--- config.mk ---
export PLATFORM = sky130hd
export DESIGN_NAME = cache_fill_arbiter_flat
export DESIGN_NICKNAME = d
export VERILOG_FILES = /design/src/rtl/cache_fill_arbiter_if.sv /design/src/rtl/cache_fill_arbiter.sv /design/src/flat_wrapper.sv
export SDC_FILE = /design/constraint.sdc
export NUM_CORES = 1
export LEC_CHECK = 0
export ABC_AREA = 1
export CORE_MARGIN = 1
export CORE_UTILIZATION = 39
export CTS_CLUSTER_DIAMETER = 150
export DETAILED_ROUTE_END_ITERATION = 10
export PLACE_DENSITY_LB_ADDON = 0.25
export SLEW_MARGIN = 20
export SYNTH_ARGS = -nofsm -noshare
export SYNTH_HDL_FRONTEND = slang
export SYNTH_SLANG_ARGS = --single-unit
export TNS_END_PERCENT = 5
--- constraint.sdc ---
create_clock -name clk -period 3.3 [get_ports clk]
set_input_delay 0.66 -clock clk [delete_from_list [all_inputs] [get_ports clk]]
set_output_delay 0.66 -clock clk [all_outputs]
set_load 0.05 [all_outputs]
--- src/rtl/cache_fill_arbiter_if.sv ---
// Request/fill bus of the cache fill arbiter: demand misses, prefetch hints,
// the backing-memory read port and the fill return path.
interface cache_fill_arbiter_if #(
    parameter int ADDR_WIDTH = 8,
    parameter int DATA_WIDTH = 32
);
    logic                  miss_valid;
    logic                  miss_ready;
    logic [ADDR_WIDTH-1:0] miss_addr;
    logic                  pf_valid;
    logic [ADDR_WIDTH-1:0] pf_addr;
    logic                  pf_drop;
    logic                  mem_req;
    logic [ADDR_WIDTH-1:0] mem_addr;
    logic                  mem_ready;
    logic                  mem_rvalid;
    logic [DATA_WIDTH-1:0] mem_rdata;
    logic                  fill_valid;
    logic [ADDR_WIDTH-1:0] fill_addr;
    logic [DATA_WIDTH-1:0] fill_data;
    logic                  fill_prefetch;

    // master = cache/memory environment, slave = the arbiter
    modport master (
        output miss_valid, miss_addr, pf_valid, pf_addr, mem_ready, mem_rvalid, mem_rdata,
        input  miss_ready, pf_drop, mem_req, mem_addr,
               fill_valid, fill_addr, fill_data, fill_prefetch
    );
    modport slave (
        input  miss_valid, miss_addr, pf_valid, pf_addr, mem_ready, mem_rvalid, mem_rdata,
        output miss_ready, pf_drop, mem_req, mem_addr,
               fill_valid, fill_addr, fill_data, fill_prefetch
    );
endinterface

--- src/rtl/cache_fill_arbiter.sv ---
// Shares one backing-memory read port between demand misses (strict priority)
// and a de-duplicating prefetch FIFO; one transaction in flight at a time.
module cache_fill_arbiter #(
    parameter int ADDR_WIDTH = 8,
    parameter int DATA_WIDTH = 32,
    parameter int PFQ_DEPTH  = 4
) (
    input  logic                       clk,
    input  logic                       reset,
    cache_fill_arbiter_if.slave        bus,
    output logic                       busy,
    output logic [$clog2(PFQ_DEPTH):0] pfq_count
);
    localparam int PW = $clog2(PFQ_DEPTH);

    typedef enum logic [1:0] {IDLE, REQ, WAIT, FILL} state_t;

    state_t                                 state;
    logic [ADDR_WIDTH-1:0]                  cur_addr;
    logic                                   cur_pf;
    logic [DATA_WIDTH-1:0]                  rdata;
    logic                                   mem_req;
    logic                                   fill_valid;
    logic                                   pf_drop;
    logic [PFQ_DEPTH-1:0][ADDR_WIDTH-1:0]   q;
    logic [PW-1:0]                          rd_ptr, wr_ptr;
    logic [PW:0]                            count;
    logic [PFQ_DEPTH-1:0]                   ent_hit;
    logic                                   q_full, pop, dup, drop, push;

    // An entry is live when its distance from the head is below the count.
    for (genvar i = 0; i < PFQ_DEPTH; i++) begin : g_ent
        logic [PW-1:0] off;
        assign off        = PW'(i) - rd_ptr;
        assign ent_hit[i] = ({1'b0, off} < count) && (q[i] == bus.pf_addr);
    end

    assign q_full = (count == (PW+1)'(PFQ_DEPTH));
    assign pop    = (state == IDLE) && !bus.miss_valid && (count != '0);
    // Head being popped still counts as a duplicate: compare is pre-pop.
    assign dup    = (|ent_hit) || (busy && (bus.pf_addr == cur_addr));
    assign drop   = bus.pf_valid && ((q_full && !pop) || dup);
    assign push   = bus.pf_valid && !drop;

    assign bus.miss_ready    = reset && (state == IDLE);
    assign bus.mem_req       = mem_req;
    assign bus.mem_addr      = cur_addr;
    assign bus.fill_valid    = fill_valid;
    assign bus.fill_addr     = cur_addr;
    assign bus.fill_data     = rdata;
    assign bus.fill_prefetch = cur_pf;
    assign bus.pf_drop       = pf_drop;
    assign pfq_count         = count;

    always_ff @(posedge clk) begin
        if (reset && push) q[wr_ptr] <= bus.pf_addr;
    end

    always_ff @(posedge clk) begin
        if (!reset) begin
            state      <= IDLE;
            cur_addr   <= '0;
            cur_pf     <= 1'b0;
            rdata      <= '0;
            mem_req    <= 1'b0;
            fill_valid <= 1'b0;
            busy       <= 1'b0;
            pf_drop    <= 1'b0;
            rd_ptr     <= '0;
            wr_ptr     <= '0;
            count      <= '0;
        end else begin
            pf_drop <= drop;
            if (push) wr_ptr <= wr_ptr + PW'(1);
            if (pop)  rd_ptr <= rd_ptr + PW'(1);
            count <= count + (PW+1)'(push) - (PW+1)'(pop);

            case (state)
                IDLE: begin
                    if (bus.miss_valid) begin
                        cur_addr <= bus.miss_addr;
                        cur_pf   <= 1'b0;
                        mem_req  <= 1'b1;
                        busy     <= 1'b1;
                        state    <= REQ;
                    end else if (count != '0) begin
                        cur_addr <= q[rd_ptr];
                        cur_pf   <= 1'b1;
                        mem_req  <= 1'b1;
                        busy     <= 1'b1;
                        state    <= REQ;
                    end
                end
                REQ: begin
                    if (bus.mem_ready) begin
                        mem_req <= 1'b0;
                        state   <= WAIT;
                    end
                end
                WAIT: begin
                    if (bus.mem_rvalid) begin
                        rdata      <= bus.mem_rdata;
                        fill_valid <= 1'b1;
                        state      <= FILL;
                    end
                end
                FILL: begin
                    fill_valid <= 1'b0;
                    busy       <= 1'b0;
                    state      <= IDLE;
                end
                default: state <= IDLE;
            endcase
        end
    end
endmodule

--- src/flat_wrapper.sv ---
// flat-port wrapper written by rule: the top's interface ports become plain ports
module cache_fill_arbiter_flat 
#(
    parameter int ADDR_WIDTH = 8,
    parameter int DATA_WIDTH = 32,
    parameter int PFQ_DEPTH  = 4
)
  (clk, reset, busy, pfq_count, bus_miss_valid, bus_miss_addr, bus_pf_valid, bus_pf_addr, bus_mem_ready, bus_mem_rvalid, bus_mem_rdata, bus_miss_ready, bus_pf_drop, bus_mem_req, bus_mem_addr, bus_fill_valid, bus_fill_addr, bus_fill_data, bus_fill_prefetch);
  cache_fill_arbiter_if #(.ADDR_WIDTH(ADDR_WIDTH), .DATA_WIDTH(DATA_WIDTH)) bus_i ();
  input  logic clk;
  input  logic reset;
  output logic busy;
  output logic [$clog2(PFQ_DEPTH):0] pfq_count;
  input wire logic [$bits(bus_i.miss_valid)-1:0] bus_miss_valid;
  input wire logic [$bits(bus_i.miss_addr)-1:0] bus_miss_addr;
  input wire logic [$bits(bus_i.pf_valid)-1:0] bus_pf_valid;
  input wire logic [$bits(bus_i.pf_addr)-1:0] bus_pf_addr;
  input wire logic [$bits(bus_i.mem_ready)-1:0] bus_mem_ready;
  input wire logic [$bits(bus_i.mem_rvalid)-1:0] bus_mem_rvalid;
  input wire logic [$bits(bus_i.mem_rdata)-1:0] bus_mem_rdata;
  output wire logic [$bits(bus_i.miss_ready)-1:0] bus_miss_ready;
  output wire logic [$bits(bus_i.pf_drop)-1:0] bus_pf_drop;
  output wire logic [$bits(bus_i.mem_req)-1:0] bus_mem_req;
  output wire logic [$bits(bus_i.mem_addr)-1:0] bus_mem_addr;
  output wire logic [$bits(bus_i.fill_valid)-1:0] bus_fill_valid;
  output wire logic [$bits(bus_i.fill_addr)-1:0] bus_fill_addr;
  output wire logic [$bits(bus_i.fill_data)-1:0] bus_fill_data;
  output wire logic [$bits(bus_i.fill_prefetch)-1:0] bus_fill_prefetch;
  assign bus_i.miss_valid = bus_miss_valid;
  assign bus_i.miss_addr = bus_miss_addr;
  assign bus_i.pf_valid = bus_pf_valid;
  assign bus_i.pf_addr = bus_pf_addr;
  assign bus_i.mem_ready = bus_mem_ready;
  assign bus_i.mem_rvalid = bus_mem_rvalid;
  assign bus_i.mem_rdata = bus_mem_rdata;
  assign bus_miss_ready = bus_i.miss_ready;
  assign bus_pf_drop = bus_i.pf_drop;
  assign bus_mem_req = bus_i.mem_req;
  assign bus_mem_addr = bus_i.mem_addr;
  assign bus_fill_valid = bus_i.fill_valid;
  assign bus_fill_addr = bus_i.fill_addr;
  assign bus_fill_data = bus_i.fill_data;
  assign bus_fill_prefetch = bus_i.fill_prefetch;
  cache_fill_arbiter #(.ADDR_WIDTH(ADDR_WIDTH), .DATA_WIDTH(DATA_WIDTH), .PFQ_DEPTH(PFQ_DEPTH)) u_core (.clk(clk), .reset(reset), .bus(bus_i), .busy(busy), .pfq_count(pfq_count));
endmodule
== Yosys cells after proc, flatten, opt, wreduce, memory -nomap -nowiden ==
Index checks and enable logic that the tools add are counted.

* Add/sub/neg operators: 8
* Magnitude comparators: 7
* Eq/ne operators: 12
* Muxes and demuxes: 20
* Reduce and logical (&&, ||, !) cells: 31

{| class="wikitable"
|+ Operators by type and width
! cell !! count
|-
| $eq 8x8->1 || 5
|-
| $bwmux 32 || 1
|-
| $mux 8 || 4
|-
| $bmux 8 s2 || 1
|-
| $demux 8 s2 || 1
|-
| $logic_and 1x1->1 || 13
|-
| $lt 2x3->1 || 4
|-
| $mux 2 || 4
|-
| $pmux 2 s4 || 1
|-
| $reduce_and 2->1 || 4
|-
| $reduce_bool 2->1 || 4
|-
| $lt 2x3->1 const B || 2
|-
| $pmux 1 s2 || 3
|-
| $reduce_and 3->1 || 2
|-
| $mux 1 || 5
|-
| $add 2x1->2 const B || 2
|-
| $eq 2x2->1 const B || 2
|-
| $ne 2x2->1 const B || 2
|-
| $reduce_or 4->1 || 1
|-
| $sub 1x2->2 const A || 2
|-
| $sub 2x2->2 const A || 2
|-
| $add 3x1->3 || 1
|-
| $eq 3x3->1 const B || 1
|-
| $logic_not 1->1 || 3
|-
| other kinds (7) || 8
|}

* Register bits after elaboration: 86
* Input bits: 54
* Word-level logic and storage cells: 93

== Depth between registers and ports, before layout ==
* Word-level depth: 11
* Depth in mapped cells: 19

== Least setup slack after synthesis ==
Ideal clock, no wire load.

* Path kind: register -> register
* Start: register u_core.count[1] (netlist: u_core.pfq_count[1])
* End: register u_core.count[2] (netlist: u_core.pfq_count[2])
* Data arrival time: 2,748 ps
* Slack: 403 ps
* Stages on the path, launching flop included: 16
* Buffers on the path: 0
* Clock period less this slack: 2,897 ps
* Path through: dfxtp_1 -> inv_1 -> ha_1 -> a21boi_1 -> o21ai_1 -> nand3_2 -> nand2_2 -> nor2_4 -> nand3_4 -> inv_4 -> ha_1 -> inv_1 -> fa_1 -> xor2_1 -> o21ai_0 -> a21oi_1

* Cells in the longest elaborated chain, start to end: 10

{| class="wikitable"
|+ RTL lines
! what !! line !! RTL
|-
| from (decl) || cache_fill_arbiter.sv:27 || <nowiki>logic [PW:0] count;</nowiki>
|-
| from (signal assigned) || cache_fill_arbiter.sv:76 || <nowiki>count <= count + (PW+1)'(push) - (PW+1)'(pop);</nowiki>
|-
| $lt 2x3->1 or $reduce_bool 3->1 (tied branches) || cache_fill_arbiter.sv:35, cache_fill_arbiter.sv:39 ||
|-
| $logic_and 1x1->1 (on tied branches) || cache_fill_arbiter.sv:35, cache_fill_arbiter.sv:39 ||
|-
| $reduce_or 4->1 or $logic_not 1->1 (tied branches) || cache_fill_arbiter.sv:41, cache_fill_arbiter.sv:42 ||
|-
| $logic_or 1x1->1 or $logic_and 1x1->1 (tied branches) || cache_fill_arbiter.sv:41, cache_fill_arbiter.sv:42 ||
|-
| $logic_or 1x1->1 || cache_fill_arbiter.sv:42 || <nowiki>assign drop = bus.pf_valid && ((q_full && !pop) || dup);</nowiki>
|-
| $logic_and 1x1->1 || cache_fill_arbiter.sv:42 ||
|-
| $logic_not 1->1 || cache_fill_arbiter.sv:43 || <nowiki>assign push = bus.pf_valid && !drop;</nowiki>
|-
| $logic_and 1x1->1 || cache_fill_arbiter.sv:43 ||
|-
| $add 3x1->3 || cache_fill_arbiter.sv:76 ||
|-
| $sub 3x1->3 * || cache_fill_arbiter.sv:76 ||
|}

Mark *: on every way between the ends. The rest lies on a longest branch, timed or not.
A chain may end at the register's enable or synchronous reset.

== Worst setup path after layout ==
* Start: input port bus_pf_addr[4]
* End: register u_core.count[2] (netlist: u_core.pfq_count[2])

* Cells in the longest elaborated chain, start to end: 10

{| class="wikitable"
|+ RTL lines
! what !! line !! RTL
|-
| from (decl) || flat_wrapper.sv:17 || <nowiki>input wire logic [$bits(bus_i.pf_addr)-1:0] bus_pf_addr;</nowiki>
|-
| $eq 8x8->1 || cache_fill_arbiter.sv:35 || <nowiki>assign ent_hit[i] = ({1'b0, off} < count) && (q[i] == bus.pf_addr);</nowiki>
|-
| $logic_and 1x1->1 || cache_fill_arbiter.sv:35 ||
|-
| $reduce_or 4->1 || cache_fill_arbiter.sv:41 || <nowiki>assign dup = (|ent_hit) || (busy && (bus.pf_addr == cur_addr));</nowiki>
|-
| $logic_or 1x1->1 * || cache_fill_arbiter.sv:41 ||
|-
| $logic_or 1x1->1 * || cache_fill_arbiter.sv:42 ||
|-
| $logic_and 1x1->1 * || cache_fill_arbiter.sv:42 ||
|-
| $logic_not 1->1 * || cache_fill_arbiter.sv:43 ||
|-
| $logic_and 1x1->1 * || cache_fill_arbiter.sv:43 ||
|-
| $add 3x1->3 * || cache_fill_arbiter.sv:76 ||
|-
| $sub 3x1->3 * || cache_fill_arbiter.sv:76 ||
|}

Marked as above.

==> run summary <==
The run gives 0 as the number of antenna violations at the first check in global routing. The congestion estimate from routability-driven global placement came to 0.877. Net switching is 46.1% of the power.

The count of cells in the finished layout, fillers not included, comes to 769. The remaining design rule violation count is 0. Combinational cell fraction of total power: 51.2%. Detailed placement finished with a half-perimeter wire length of 8.32 mm. The number of clock sinks seen by CTS was 86; the maximum achievable frequency was 0.347 GHz.

For this run, asynchronously set or reset flops after synthesis account for 0%. After detailed routing, the average wire length per cell comes to 14.3 µm. The number of vias after detailed routing was 3725; the instance area after placement was 0.00552 mm².

The tools report the count of pins on the block boundary as 111. The initial utilization of the core area, before any placement, comes to 40.9%. Per report_power, the sequential group accounts for 33.1% of the total.

For the worst clock skew on the final layout, the log shows 0.0178 ns. Measured along the y axis, the die boundary spans 107 µm. The tools report the kind of end point of the critical path as a flip-flop. Post-CTS timing repair inserted 0 buffers for setup. In this run the critical register-to-register path is captured at u_core.pfq_count[2]$_SDFF_PN0_. The transition time of the tightest slew-check pin came out at 0.788 ns.

The die covers 0.0114 mm². After layout, the design draws a total of 4.47 mW. Walking the worst path, the cells encountered are clkdlybuf4s50_1 > inv_1 > nand2_1 > nand2_1 > nand2_1 > nor2_1 > nand3_2 > nand2_2 > nor2_4 > nand3_4 > inv_4 > ha_1 > inv_1 > fa_1 > xor2_1 > o21ai_0 > a21oi_1.

The worst path arrival time is 3.12 ns, and the register clock-pin slew on the reported worst setup and hold paths is 0.09 ns. Once layout is complete, the utilization of the core stands at 54.3%. After synthesis, the netlist uses 38 different library cells. The iteration-0 DRC count of the detailed router came out at 222.

The logs give 37 for the site row count and 0.0550 ns for the pre-CTS setup slack. The hold buffer count at CTS came out at 0. In this run, synthesis inferred 32 flip-flops with an integrated enable. Along the worst hold path, the cell count comes to 2. The final layout contains 699 nets.

The run gives 3 as the CTS H-tree depth. The startpoint identified for the worst register-to-register timing path is u_core.rd_ptr[1]$_SDFFE_PN0P_. Counting tap cells, the placed design contains a total of 754 instances. The root buffer cell chosen for the clock tree is sky130_fd_sc_hd__clkbuf_8. The per-cell via count in the routed design was 4.84; the clock insertion delay at the later pin of the skew report was 0.36 ns. The routed design has 11.0 mm of wire.

After routing the design area is 0.00570 mm². The synthesized area was 0.00430 mm²; the proportion of netlist area held by the largest area contributor was 25.1%. The number of instances resized during post-cts repair came out at 0. The post-layout worst setup margin came out at 0.417 ns. Areal power density over the cells: 783 mW/mm². The synthesized area per cell is 8.24 µm², and the maximum number of pins on one net before global-route repair is 38.

Relative to the synthesized area, the layout overhead comes to 32.7%. The slowest cell on the critical path is sky130_fd_sc_hd__clkdlybuf4s50_1. The first global-routing pass estimated 17.7 mm of wire. The tools report the number of buffers created by CTS as 9. The worst setup path is of the in2reg kind. After global routing the overflow that remains totals 0. Sequential elements use 47.5% of the synthesized area. In the final timing run, aggregate negative setup slack is 0 ns. The tool flagged a number of max-cap violations equal to 0.

Leakage power of the design: 2.34 nW. The tools report the endpoint required time on the critical path as 3.53 ns. For the clock share of power, the log shows 15.7%. The worst hold path belongs to the class reg2reg. For this run, the slowest stage of the critical path takes 0.74 ns. TritonCTS built the clock tree.

The startpoint identified for the worst hold timing path is u_core.bus.fill_prefetch$_SDFFE_PN0P_. The count of TritonRoute iterations in the first routing pass was 4; the global routing usage summed across all routing layers was 20.0%. Setup repair after global routing left no endpoint under its margin.

The final-report max-slew violation count was 0. Among the stages of the critical path, the cell type that occurs most often is sky130_fd_sc_hd__nand2_1. Setup violations remaining at the end of the flow were counted as 0. The via count of the first global-routing pass is 3618, and the number of port buffers is 110. The Yosys step of the flow raised 0 warnings. The number of synthesized register bits works out to 86.

The repair_antennas step left the layout with diodes totalling 0. The reported net switching power came out at 2.06 mW. Measured in cells, the most critical reg-to-reg path has a length of 18. The tools report the maximum clock path buffer count as 2.

The synthesized netlist cell count came out at 522. Worst setup slack for register-to-register paths: 0.55 ns. The cell taking the most area after synthesis is sky130_fd_sc_hd__dfxtp_1.

The flow ran to the end, and the final reports show no timing, DRC or antenna violations. The run gives 47.3% as the remaining max-slew budget at the tightest pin. IR analysis of the VDD net gives a maximum drop of 528 µV. The placeable core region is 0.0105 mm², and the share of the cycle needed by the critical path after routing is 87.4%. For the post-route antenna net violation count, the log shows 0.

The final critical path time including I/O delays and setup works out to 2.88 ns. For hold timing, the worst endpoint is u_core.bus.fill_prefetch$_SDFFE_PN0P_. The x dimension of the die is 107 µm.

Of all nets on the critical path, the largest fanout is 10. The most common flop cell mapped by yosys is sky130_fd_sc_hd__dfxtp_1. Synthesis produced a netlist with a net count of 592. The tightest hold path in the finished design has a slack of 0.471 ns. Count of final hold-check violations: 0.

The startpoint kind of the worst setup timing path is an input port. Cells with a size suffix above 1 make up 9.16% of the layout. The internal power came out at 2.41 mW. After synthesis, the cell types taking the most area are sky130_fd_sc_hd__dfxtp_1, sky130_fd_sc_hd__edfxtp_1, sky130_fd_sc_hd__nand2_1, sky130_fd_sc_hd__nor2_1, sky130_fd_sc_hd__o21ai_0.
power groups by stage:
stage	registers (mW)	clock network [mW]	logic (mW)
2_1_floorplan	1.98	0	1.12
3_3_place_gp	1.49	0	2.26
3_5_place_dp	1.50	0	2.29
4_1_cts	1.48	0.714	2.30
5_1_grt	1.51	0.761	2.48
6_report	1.48	0.702	2.29
cell usage in the layout, fill, tap and decap left out, types with 2 or more instances in the layout:
cell type                         Yosys  final
sky130_fd_sc_hd__a21oi_1             20     20
sky130_fd_sc_hd__a221oi_2             5      5
sky130_fd_sc_hd__a22oi_1              7      7
sky130_fd_sc_hd__buf_12               0      2
sky130_fd_sc_hd__buf_4               14     13
sky130_fd_sc_hd__clkbuf_8             0      9
sky130_fd_sc_hd__clkdlybuf4s50_1      0    109
sky130_fd_sc_hd__clkinv_1             2      2
sky130_fd_sc_hd__clkinv_2             0      2
sky130_fd_sc_hd__dfxtp_1             54     54
sky130_fd_sc_hd__edfxtp_1            32     32
sky130_fd_sc_hd__ha_1                15     15
sky130_fd_sc_hd__inv_1               51     51
sky130_fd_sc_hd__inv_2                9      9
sky130_fd_sc_hd__inv_4                1      3
sky130_fd_sc_hd__nand2_1            104    104
sky130_fd_sc_hd__nand2_2              3      3
sky130_fd_sc_hd__nand3_1              6      6
sky130_fd_sc_hd__nand3_2              2      2
sky130_fd_sc_hd__nand4_1              4      4
sky130_fd_sc_hd__nor2_1              91     91
sky130_fd_sc_hd__nor2_2               4      4
sky130_fd_sc_hd__nor3_1               2      2
sky130_fd_sc_hd__o2111ai_1            2      2
sky130_fd_sc_hd__o21ai_0             43     43
sky130_fd_sc_hd__o21ai_1              3      3
sky130_fd_sc_hd__xnor2_1             21     21
sky130_fd_sc_hd__xor2_1               3      3
state kept, by name (all words and copies together) (netlist names):
| register | cells |
|---|---|
| u_core.busy | 1 |
| u_core.pfq_count | 3 |
| u_core.state | 2 |
| u_core.bus.fill_addr | 8 |
| u_core.bus.fill_data | 32 |
| u_core.bus.pf_drop | 1 |
| u_core.q | 32 |
| u_core.bus.fill_prefetch | 1 |
| u_core.bus.mem_req | 1 |
| u_core.wr_ptr | 2 |
| u_core.bus.fill_valid | 1 |
| u_core.rd_ptr | 2 |
area by class of cell:
| class | count | area, µm² |
|---|---|---|
| Timing Repair Buffer | 124 | 1230 |
| Multi-Input combinational cell | 345 | 1840 |
| Clock buffer | 10 | 149 |
| Tap cell | 136 | 170 |
| Sequential cell | 86 | 2040 |
| Clock inverter | 5 | 31.3 |
| Fill cell | 974 | 4810 |
| Inverter | 63 | 239 |
cell families after synthesis:
family          Yosys count  share of synthesized area [%]
flops                    86                           47.5
fa+ha+maj                16                           4.83
xor+xnor                 24                           4.89
compound gates           85                           12.0
simple gates            220                           21.1
buf+inv                  91                           9.63
routing by layer:
layer,part of all wire [%],vias up,routed length (µm),global-route usage [%]
met5,0,-,0,0
met3,6.3,18,690,3.71
met4,1.8,0,195,8.61
met2,48,104,5250,32.5
met1,44,1724,4840,26.1
li1,-,1879,-,-
worst max-delay path, delay by kind of cell:
family / cells / cell delay, ns
buffers and inverters: 4 / 0.94
adder cells (fa/ha/maj): 2 / 0.49
XOR/XNOR: 1 / 0.16
AO/OA/AOI/OAI: 2 / 0.22
AND/OR/NAND/NOR: 8 / 0.63
worst max-delay path by stage:
stage	from	endpoint	depth (start not counted)
4_1_cts	bus_pf_addr[4]	u_core.pfq_count[2]$_SDFF_PN0_	17
6_report	bus_pf_addr[4]	u_core.pfq_count[2]$_SDFF_PN0_	17
3_5_place_dp	bus_pf_addr[4]	u_core.pfq_count[2]$_SDFF_PN0_	17
2_1_floorplan	u_core.pfq_count[1]$_SDFF_PN0_	u_core.pfq_count[2]$_SDFF_PN0_	15
3_3_place_gp	bus_pf_addr[4]	u_core.pfq_count[2]$_SDFF_PN0_	17
5_1_grt	bus_pf_addr[6]	u_core.pfq_count[2]$_SDFF_PN0_	17
synthesized netlist by cell type, types with 2 or more instances:
cell type,instances
sky130_fd_sc_hd__inv_2,9
sky130_fd_sc_hd__a221oi_2,5
sky130_fd_sc_hd__o2111ai_1,2
sky130_fd_sc_hd__nand3_1,6
sky130_fd_sc_hd__nor2_2,4
sky130_fd_sc_hd__buf_1,3
sky130_fd_sc_hd__dfxtp_1,54
sky130_fd_sc_hd__buf_2,2
sky130_fd_sc_hd__nor2_1,91
sky130_fd_sc_hd__nand3_2,2
sky130_fd_sc_hd__nand2_2,3
sky130_fd_sc_hd__inv_1,51
sky130_fd_sc_hd__nand4_1,4
sky130_fd_sc_hd__buf_4,14
sky130_fd_sc_hd__o21ai_1,3
sky130_fd_sc_hd__edfxtp_1,32
sky130_fd_sc_hd__nor3_1,2
sky130_fd_sc_hd__clkinv_1,2
sky130_fd_sc_hd__nand2_1,104
sky130_fd_sc_hd__o21ai_0,43
sky130_fd_sc_hd__a21oi_1,20
sky130_fd_sc_hd__a22oi_1,7
sky130_fd_sc_hd__buf_6,2
sky130_fd_sc_hd__clkbuf_1,7
sky130_fd_sc_hd__ha_1,15
sky130_fd_sc_hd__xnor2_1,21
sky130_fd_sc_hd__xor2_1,3
Note: power is estimated with default switching activity, not from simulation.
